<file path="src/rtl/ahb_pkg.sv">
// Shared AHB-Lite definitions: transfer/response encodings, default slot
// map and the default-slave state encoding.
package ahb_pkg;

    localparam logic [1:0] HTRANS_IDLE   = 2'b00;
    localparam logic [1:0] HTRANS_BUSY   = 2'b01;
    localparam logic [1:0] HTRANS_NONSEQ = 2'b10;
    localparam logic [1:0] HTRANS_SEQ    = 2'b11;

    localparam logic HRESP_OKAY  = 1'b0;
    localparam logic HRESP_ERROR = 1'b1;

    // HADDR[31:24] regions of the four peripheral slots
    localparam logic [7:0] DEF_S0_BASE = 8'h00;  // ROM
    localparam logic [7:0] DEF_S1_BASE = 8'h20;  // RAM
    localparam logic [7:0] DEF_S2_BASE = 8'h50;  // LED register
    localparam logic [7:0] DEF_S3_BASE = 8'h51;  // UART

    // One-hot data-phase select layout {DEF, S3, S2, S1, S0}
    localparam int NUM_SLOTS = 4;
    localparam int SEL_DEF   = 4;
    localparam logic [NUM_SLOTS:0] DSEL_RESET = 5'b1_0000;

    typedef enum logic [1:0] {
        DS_IDLE = 2'b00,
        DS_ERR1 = 2'b01,
        DS_ERR2 = 2'b10
    } def_state_t;

endpackage

</file>
<file path="src/rtl/ahb_default_slave.sv">
// Default slave: answers unmapped active transfers with the two-cycle
// AHB ERROR response; idle/busy transfers get a zero-wait OKAY.
module ahb_default_slave
    import ahb_pkg::*;
(
    input  logic clk,
    input  logic rst,
    input  logic hready,     // muxed bus ready (address phase accepted when 1)
    input  logic sel_def,    // address phase decodes to no slot
    input  logic active,     // HTRANS[1]: NONSEQ or SEQ
    output logic hreadyout,
    output logic hresp
);

    def_state_t state, state_nxt;

    wire start_err = hready & sel_def & active;

    // State register; reset abandons any error in progress
    always_ff @(posedge clk) begin
        if (rst) state <= DS_IDLE;
        else     state <= state_nxt;
    end

    // Next state and response outputs
    always_comb begin
        state_nxt = state;
        hreadyout = 1'b1;
        hresp     = HRESP_OKAY;
        case (state)
            DS_IDLE: begin
                if (start_err) state_nxt = DS_ERR1;
            end
            DS_ERR1: begin
                hreadyout = 1'b0;
                hresp     = HRESP_ERROR;
                state_nxt = DS_ERR2;
            end
            DS_ERR2: begin
                // Next address phase is accepted in this cycle
                hresp     = HRESP_ERROR;
                state_nxt = start_err ? DS_ERR1 : DS_IDLE;
            end
            default: state_nxt = DS_IDLE;
        endcase
    end

endmodule

</file>
<file path="src/rtl/ahb_lite_interconnect.sv">
// Single-master AHB-Lite interconnect: address decode to four slots,
// registered data-phase select, response mux and default slave.
module ahb_lite_interconnect
    import ahb_pkg::*;
#(
    parameter logic [7:0] S0_BASE = DEF_S0_BASE,
    parameter logic [7:0] S1_BASE = DEF_S1_BASE,
    parameter logic [7:0] S2_BASE = DEF_S2_BASE,
    parameter logic [7:0] S3_BASE = DEF_S3_BASE
) (
    input  logic        HCLK,
    input  logic        HRESET,
    input  logic [31:0] HADDR,
    input  logic [1:0]  HTRANS,
    output logic        HSEL_S0,
    output logic        HSEL_S1,
    output logic        HSEL_S2,
    output logic        HSEL_S3,
    input  logic [31:0] HRDATA_S0,
    input  logic [31:0] HRDATA_S1,
    input  logic [31:0] HRDATA_S2,
    input  logic [31:0] HRDATA_S3,
    input  logic        HREADYOUT_S0,
    input  logic        HREADYOUT_S1,
    input  logic        HREADYOUT_S2,
    input  logic        HREADYOUT_S3,
    output logic        HREADY,
    output logic [31:0] HRDATA,
    output logic        HRESP
);

    logic [NUM_SLOTS:0] dec;
    logic [NUM_SLOTS:0] dsel;
    logic               def_hreadyout;
    logic               def_hresp;

    // Only the region byte and the active bit of HTRANS are decoded
    logic unused_bits;
    assign unused_bits = ^{HADDR[23:0], HTRANS[0]};

    // Priority address decode; S0 wins if regions overlap
    always_comb begin
        dec = '0;
        if      (HADDR[31:24] == S0_BASE) dec[0]       = 1'b1;
        else if (HADDR[31:24] == S1_BASE) dec[1]       = 1'b1;
        else if (HADDR[31:24] == S2_BASE) dec[2]       = 1'b1;
        else if (HADDR[31:24] == S3_BASE) dec[3]       = 1'b1;
        else                              dec[SEL_DEF] = 1'b1;
    end

    assign HSEL_S0 = dec[0];
    assign HSEL_S1 = dec[1];
    assign HSEL_S2 = dec[2];
    assign HSEL_S3 = dec[3];

    // Data-phase select advances only when the bus accepts an address phase
    always_ff @(posedge HCLK) begin
        if (HRESET)      dsel <= DSEL_RESET;
        else if (HREADY) dsel <= dec;
    end

    // Response mux driven by the data-phase owner
    always_comb begin
        HRDATA = 32'h0;
        HREADY = def_hreadyout;
        HRESP  = def_hresp;
        if (dsel[0]) begin
            HRDATA = HRDATA_S0; HREADY = HREADYOUT_S0; HRESP = HRESP_OKAY;
        end else if (dsel[1]) begin
            HRDATA = HRDATA_S1; HREADY = HREADYOUT_S1; HRESP = HRESP_OKAY;
        end else if (dsel[2]) begin
            HRDATA = HRDATA_S2; HREADY = HREADYOUT_S2; HRESP = HRESP_OKAY;
        end else if (dsel[3]) begin
            HRDATA = HRDATA_S3; HREADY = HREADYOUT_S3; HRESP = HRESP_OKAY;
        end
    end

    ahb_default_slave u_def (
        .clk       (HCLK),
        .rst       (HRESET),
        .hready    (HREADY),
        .sel_def   (dec[SEL_DEF]),
        .active    (HTRANS[1]),
        .hreadyout (def_hreadyout),
        .hresp     (def_hresp)
    );

endmodule

</file>
<file path="config.mk">
export PLATFORM = sky130hd
export DESIGN_NAME = ahb_lite_interconnect
export DESIGN_NICKNAME = d
export VERILOG_FILES = /design/src/rtl/ahb_pkg.sv /design/src/rtl/ahb_default_slave.sv /design/src/rtl/ahb_lite_interconnect.sv
export SDC_FILE = /design/constraint.sdc
export NUM_CORES = 1
export LEC_CHECK = 0
export CAP_MARGIN = 20
export CORE_AREA = 2 2 81 83
export DETAILED_ROUTE_END_ITERATION = 8
export DIE_AREA = 0 0 83 85
export PLACE_DENSITY = 0.77
export SYNTH_ARGS = -nofsm -noshare
export SYNTH_HDL_FRONTEND = slang
export SYNTH_SLANG_ARGS = --single-unit
export TNS_END_PERCENT = 30
</file>
<file path="constraint.sdc">
create_clock -name HCLK -period 4.1 [get_ports HCLK]
set_input_delay 1.025 -clock HCLK [delete_from_list [all_inputs] [get_ports HCLK]]
set_output_delay 1.025 -clock HCLK [all_outputs]
set_load 0.03 [all_outputs]
</file>
==> key figures, run 1 <==
Run status
  • Status: finished clean

Clock tree
  • Hold_buf cts: 0
  • CTS root buffer: clkbuf_8
  • CTS resizes: 0
  • Post-CTS Setup Bufs: 0
  • Htree depth: 1
  • Clock transition at path regs: ~0.040 ns
  • Clock insertion delay at the later pin of the skew report: roughly 0.22 ns
  • Clock sinks: 6
  • Longest Clk Path Bufs: 2
  • TritonCTS clock tree: built
  • Total CTS buffers: 3

Worst setup path
  • Worst Path Required: between 3 and 4 ns
  • Reg2reg end: u_def.state[0]
  • Max FO, Critical Path: 2
  • WP data arrival: 2.97 ns
  • Startpoint types: input pin
  • Worst R2R Start: u_def.state[1]
  • Cell depth of the worst flop-to-flop path: 7
  • CP Capture Type: primary output
  • Setup Crit Path Kind: input pin to primary output
  • Reg2reg setup slack: slightly above 2 ns

Yosys
  • Multiplexer share of the synthesized area: just over 3%
  • Area leader, netlist: a22oi_1
  • Synth Cell Area: 0.00132 mm²
  • Synth Area in Adders: between 3 and 4%
  • Post-synthesis simple-gate area fraction: around 29%
  • Syn Nets: slightly above 400
  • Sequential fraction of the synthesis area: a little under a tenth
  • Largest family of logic cells by synthesized area: compound AO/OA/AOI/OAI gates
  • Post-synth top area share: 18.2%
  • EDFF count, synth: 0
  • Syn Area/Cell: between 5 and 6 µm²
  • Async set or reset register ratio after synthesis: 0%
  • Post-Synth XOR/XNOR Area: 0%
  • Mapped Cells: approximately 240
  • Synth Area in Compound Gates: about 47%
  • Post-synth cell types: 27
  • #FFs+latches synth: 6
  • Ys Warns: 0
  • Ranking of synthesized cells by area: a22oi_1 18%, a21oi_1 13%, nor2_1 10%
  • Top_reg_cell synth: dfxtp_1

Timing
  • Period utilization: a little over nine tenths
  • # setup viols final: 0
  • Setup ws final: around 0.10 ns
  • Clk_skew: roughly 0.0045 ns
  • Slew @ Worst Pin: a little over 0.6 ns
  • Achievable clock frequency: 250 MHz
  • Min Tclk post-route: about 4.0 ns
  • RSZ-0062 raised after global routing: no
  • Final hold vios: 0
  • Setup TNS: 0 ns
  • Final Slew Violations: 0
  • Worst rel slew slack: between 50% and 60%

Global routing
  • Vias in the first global route: approximately 2,300
  • Initial antenna violation count: 0
  • First-pass GRT wire length: 9960 µm
  • Total Routing Usage GR: between 10% and 20%
  • GRT Residual Overflow: 0
  • Largest net degree at the start of global routing: 65

Pwr
  • Cell area power density: 110 mW/mm²
  • P_leak: 1.23 nW
  • Worst ir drop on vdd: approximately 0.000092 V

Layout
  • Final Net Count: between 500 and 600
  • Area growth, synth to finish: 137%
  • Ant. Diodes: 0
  • Post-route insts no fill: 477
  • Fraction of layout cells with a size suffix above 1: between 10% and 20%

Placed design
  • Port buffer count: 180
  • Cell count after placement: 474
  • Detailed placement HPWL: 5080 µm
  • Post-place setup slack: between 0.09 and 0.1 ns
  • Gpl congestion: between 0.7 and 0.8

Route
  • Via/cell ratio: between 4 and 5
  • WL/cell: between 10 and 15 µm
  • Routed WL: approximately 6300 µm
  • Via Count: 2,319
  • DRT iter0 DRCs: 37
  • Post-route DRC: 0
  • Antenna viol nets, final: 0
  • Drt pass-1 iters: 4

Floorplan
  • Die Area: slightly above 0.007 mm²
  • FP Rows: 29
  • Initial Util: 21.3%
  • Core Area: slightly above 0.006 mm²
  • Chip height: around 85 µm
  • Chip Width: between 80 and 90 µm
  • # IOs: around 210

Min path
  • Min-delay src: u_def.state[1]
  • Hold Path Sink: u_def.state[1]
  • Hold path cells: 2
  • Worst Hold Class: flip-flop to flip-flop

Run
  • # Max-Cap Violations: 0
## per-stage QoR
step / total power, mW / area [µm²] / hold WS (ns) / util, %
2_1_floorplan: 0.102 / 1320 / 0.481 / -
3_3_place_gp: 0.252 / 3090 / 0.500 / 49.8
3_5_place_dp: 0.256 / 3090 / 0.520 / 49.8
4_1_cts: 0.346 / 3130 / 0.526 / 50.4
5_1_grt: 0.362 / 3130 / 0.565 / 50.4
6_report: 0.343 / 3130 / 0.526 / 50.4
## synth_stat cells, types with 3 or more instances
library cell	count
inv_1	4
nor2_1	36
nand2_1	35
nand2b_1	3
a21oi_1	35
clkbuf_1	22
dfxtp_1	6
a22oi_1	32
o21ai_1	14
o21ai_0	22
ha_1	4
mux2i_1	4
## kinds of logic (layout without fill, tap and decap cells)
logic type,after synthesis,in the layout
AOI/OAI and AO/OA,106,106
and+or+nand+nor,88,88
buffers and inverters,27,192
DFF,6,6
adders and majority gates,4,4
muxes,4,4
## layout by cell type, fill, tap and decap left out, types with 3 or more instances in the layout
cell               n
o21ai_0           22
nor2_1            36
buf_4             39
o21ai_1           14
a22oi_1           32
dfxtp_1            4
nand2b_1           3
clkdlybuf4s50_1  146
mux2i_1            4
a21oi_1           35
inv_1              4
ha_1               4
clkbuf_8           3
nand2_1           35
## where the power goes
part | switching (mW) | internal, mW
Combinational | 0.0508 | 0.140
Sequential | 0.00312 | 0.0612
Clock | 0.0252 | 0.0631
Total | 0.0791 | 0.264
## state kept, by name (all words and copies together), names as in the netlist
| name | cells |
|---|---|
| dsel | 4 |
| u_def.state | 2 |
## final cells by class
| cell class | count | area [µm²] |
|---|---|---|
| Timing Repair Buffer | 185 | 1750 |
| Inverter | 4 | 15.0 |
| Clock buffer | 3 | 41.3 |
| Multi-Input combinational cell | 202 | 1100 |
| Fill cell | 629 | 3080 |
| Tap cell | 77 | 96.3 |
| Sequential cell | 6 | 123 |
## routing by layer
layer  wire length (µm)  global-route usage, %
met1               2490                   18.8
met2               3150                   31.2
met3                598                   4.57
met4                 66                   3.43
met5                  0                      0
## worst max-delay path by stage
stage | from | to | slack [ns] | cells past startpoint
after global placement | HADDR[25] | HSEL_S2 | 0.1 | 4
after CTS | HADDR[25] | HSEL_S2 | 0.09 | 4
final | HADDR[25] | HSEL_S2 | 0.10 | 4
after floorplan | HADDR[25] | HSEL_S2 | 0.72 | 2
after detailed placement | HADDR[25] | HSEL_S2 | 0.09 | 4
after global routing | HADDR[25] | HSEL_S2 | 0.01 | 4
## worst max-delay path, stage by stage
cell             delay [ns]
clkdlybuf4s50_1        0.42
or4_1                  0.54
nor3b_1                0.27
clkdlybuf4s50_1        0.72
(Power assumes the default switching activity.)
==> run 2, diff against run 1 <==
PLACE_DENSITY = 0.82   (was 0.77)
SLEW_MARGIN = 10   (was not set)
==> run 2 against run 1 <==
Clock skew is 0.0040 ns lower. Via count is 1.7% higher. Worst setup slack better by 0.23 ns. Wire length is 1.7% higher. Final cell count stayed put. Worst hold slack better by 0.011 ns. Die area stayed put. Global-route usage is 0.62 points higher. First-iteration DRC count is 110% higher. Critical endpoint is now HSEL_S0. Largest power group unchanged.
==> key figures, run 2 (synthesis results as in run 1) <==
Run status
  • Status: finished clean

Pwr
  • Worst ir drop on vdd: 0.0000724 V (-21%)
  • Cell area power density: 110 mW/mm² (+0.42%)
  • Sequential share of power: 18.6% (about the same)
  • P_leak: 1.24 nW (+1.2%)
  • Psw: 0.0813 mW (+2.7%)
  • Power Internal: 0.264 mW (about the same)
  • Switching share of power: 23.5% (+0.46 points)
  • Logic gate share of total power: 55.6% (about the same)
  • Clk pwr share: 25.9% (+0.2 points)

Floorplan
  • # IOs: 206 (unchanged)
  • FP Rows: 29 (unchanged)
  • Chip Width: 83 µm (unchanged)
  • Core Area: 0.00620 mm² (unchanged)
  • Initial Util: 21.3% (unchanged)
  • Die Area: 0.00706 mm² (unchanged)
  • Chip height: 85 µm (unchanged)

Timing
  • Final hold vios: 0 (unchanged)
  • Worst rel slew slack: 69.7% (+11 points)
  • Final hold slack: 0.537 ns (+0.0109 ns)
  • Setup TNS: 0 ns (unchanged)
  • Clk_skew: 0.000444 ns (-0.00404 ns)
  • Min Tclk post-route: 3.77 ns (-0.227 ns)
  • Achievable clock frequency: 265 MHz (+6.0%)
  • Final Slew Violations: 0 (unchanged)
  • RSZ-0062 raised after global routing: no
  • Slew @ Worst Pin: 0.454 ns (-0.165 ns)
  • # setup viols final: 0 (unchanged)
  • Setup ws final: 0.327 ns (+0.227 ns)
  • Period utilization: 92.0% (-5.5 points)

Clock tree
  • Htree depth: 1 (unchanged)
  • Clock sinks: 6 (unchanged)
  • TritonCTS clock tree: built
  • Total CTS buffers: 3 (unchanged)
  • Post-CTS Setup Bufs: 0 (unchanged)
  • Clock insertion delay at the later pin of the skew report: 0.22 ns (about the same)
  • Longest Clk Path Bufs: 2 (unchanged)
  • Hold_buf cts: 0 (unchanged)
  • Clock transition at path regs: 0.04 ns (about the same)
  • CTS root buffer: clkbuf_8

Worst setup path
  • Worst R2R Start: u_def.state[1]
  • CP Capture Type: primary output
  • CP peak stage delay: 0.55 ns (-0.17 ns)
  • Slowest CP cell: or4_1
  • Max FO, Critical Path: 2 (unchanged)
  • Critical path's top delay family: simple AND/OR/NAND/NOR gates
  • CP startpoint: HADDR[25]
  • Setup Crit Path Kind: input pin to primary output
  • WP data arrival: 2.75 ns (-0.22 ns)
  • Startpoint types: input pin
  • Cell Chain, Critical Path: clkdlybuf4s50_1 -> or4_1 -> or4_4 -> nor2_2 -> buf_4
  • Buf/Inv on CP: 2 (unchanged)
  • Worst Path Required: 3.07 ns (about the same)

Layout
  • Top Registers: dsel x4, u_def.state x2
  • Fraction of layout cells with a size suffix above 1: 12.0% (-0.50 points)
  • Fill cell total of the finished layout: 611 (-2.9%)
  • Biggest register: dsel
  • Final Net Count: 574 (unchanged)
  • Area growth, synth to finish: 137%
  • Post-route insts no fill: 477 (unchanged)
  • Most common cell after layout, fill and taps aside: clkdlybuf4s50_1
  • Max reg flops: 4 (unchanged)
  • Commonest non-fill, non-tap cells in the layout: 147 x clkdlybuf4s50_1, 37 x buf_4, 36 x nor2_1, 35 x a21oi_1, 35 x nand2_1
  • Ant. Diodes: 0 (unchanged)
  • Fin util: 50.6% (+0.12 points)

Min path
  • Worst Hold Class: flip-flop to flip-flop
  • Min-delay src: u_def.state[1]

Placed design
  • Gpl congestion: 0.884 (+10%)
  • Detailed placement HPWL: 5260 µm (+3.6%)
  • Port buffer count: 180 (unchanged)
  • Post-place setup slack: 0.0994 ns (+0.00562 ns)
  • Cell count after placement: 474 (unchanged)

Route
  • Post-route DRC: 0 (unchanged)
  • Drt pass-1 iters: 4 (unchanged)
  • DRT iter0 DRCs: 79 (+110%)
  • Routed WL: 6420 µm (+1.7%)
  • Via Count: 2,359 (+1.7%)
  • Via/cell ratio: 4.95 (+1.7%)
  • Antenna viol nets, final: 0 (unchanged)
  • WL/cell: 13.5 µm (+1.7%)

Run
  • # Max-Cap Violations: 0 (unchanged)

Global routing
  • Initial antenna violation count: 0 (unchanged)
  • Vias in the first global route: 2,322 (+3.2%)
  • First-pass GRT wire length: 10,200 µm (+2.8%)
  • Total Routing Usage GR: 17.2% (+0.62 points)
  • Largest net degree at the start of global routing: 43 (-34%)
  • GRT Residual Overflow: 0 (unchanged)
[run 2: changes by cell type in the layout (fill, tap and decap cells not counted), sizes merged]
cell,before,now
buf,39,37
dlymetal6s2s,0,1
clkdlybuf4s50,146,147
[run 2: worst min-delay path: cells and delay by family, from the launching register on]
kind	cells	cell delay, ns
multiplexers	1	0.06
AND/OR/NAND/NOR	1	0.09
flip-flops	1	0.34
[run 2: cell type report]
cell class	instances	area [µm²]	share of cell area, %
well taps	77	96.3	3.07
multi-input cells	202	1100	35.1
inverters	4	15.0	0.479
repair buffers	185	1760	56.2
clock buffers	3	41.3	1.32
flip-flops and latches	6	123	3.91
[run 2: what timing repair did]
item	4_1_cts	5_1_grt
endpoints found under the setup margin	0	1
endpoints found under the hold margin	0	0
resized for setup	0	1
[run 2: routing by layer]
metal / vias to the layer above / global-route usage [%] / routed length [µm]
met2: 131 / 32.3 / 3230
met4: 0 / 6.71 / 176
li1: 1177 / - / -
met5: - / 0 / 0
met1: 1035 / 18.8 / 2480
met3: 16 / 4.09 / 531
[run 2: per-stage QoR]
stage	cell area, µm²	power, mW
2_1_floorplan	1320	0.102
3_3_place_gp	3090	0.252
3_5_place_dp	3090	0.256
4_1_cts	3130	0.348
5_1_grt	3140	0.363
6_report	3140	0.345
[run 2: path summary, 6_finish.rpt]
check | to | slack (ns) | cells past startpoint
hold / removal | u_def.state[1] | 0.54 | 2
setup reg to reg | u_def.state[0] | 1.99 | 7
setup / recovery | HSEL_S0 | 0.33 | 5
hold reg to reg | u_def.state[1] | 0.54 | 2
[run 2: power by group through the flow]
stage	Combinational (mW)	Sequential, mW	Clock, mW
final	0.192	0.0641	0.0893
after detailed placement	0.191	0.0649	0
after global routing	0.204	0.0643	0.0947
after global placement	0.187	0.0645	0
after CTS	0.192	0.0641	0.0917
after floorplan	0.0384	0.0640	0
==> run 3, diff against run 2 <==
CTS_BUF_LIST = sky130_fd_sc_hd__clkbuf_2 sky130_fd_sc_hd__clkbuf_4 sky130_fd_sc_hd__clkbuf_8   (was not set)
SLEW_MARGIN = not set   (was 10)
==> results of run 3 <==
Final layout, timing and power as in run 2 (identical DEF).
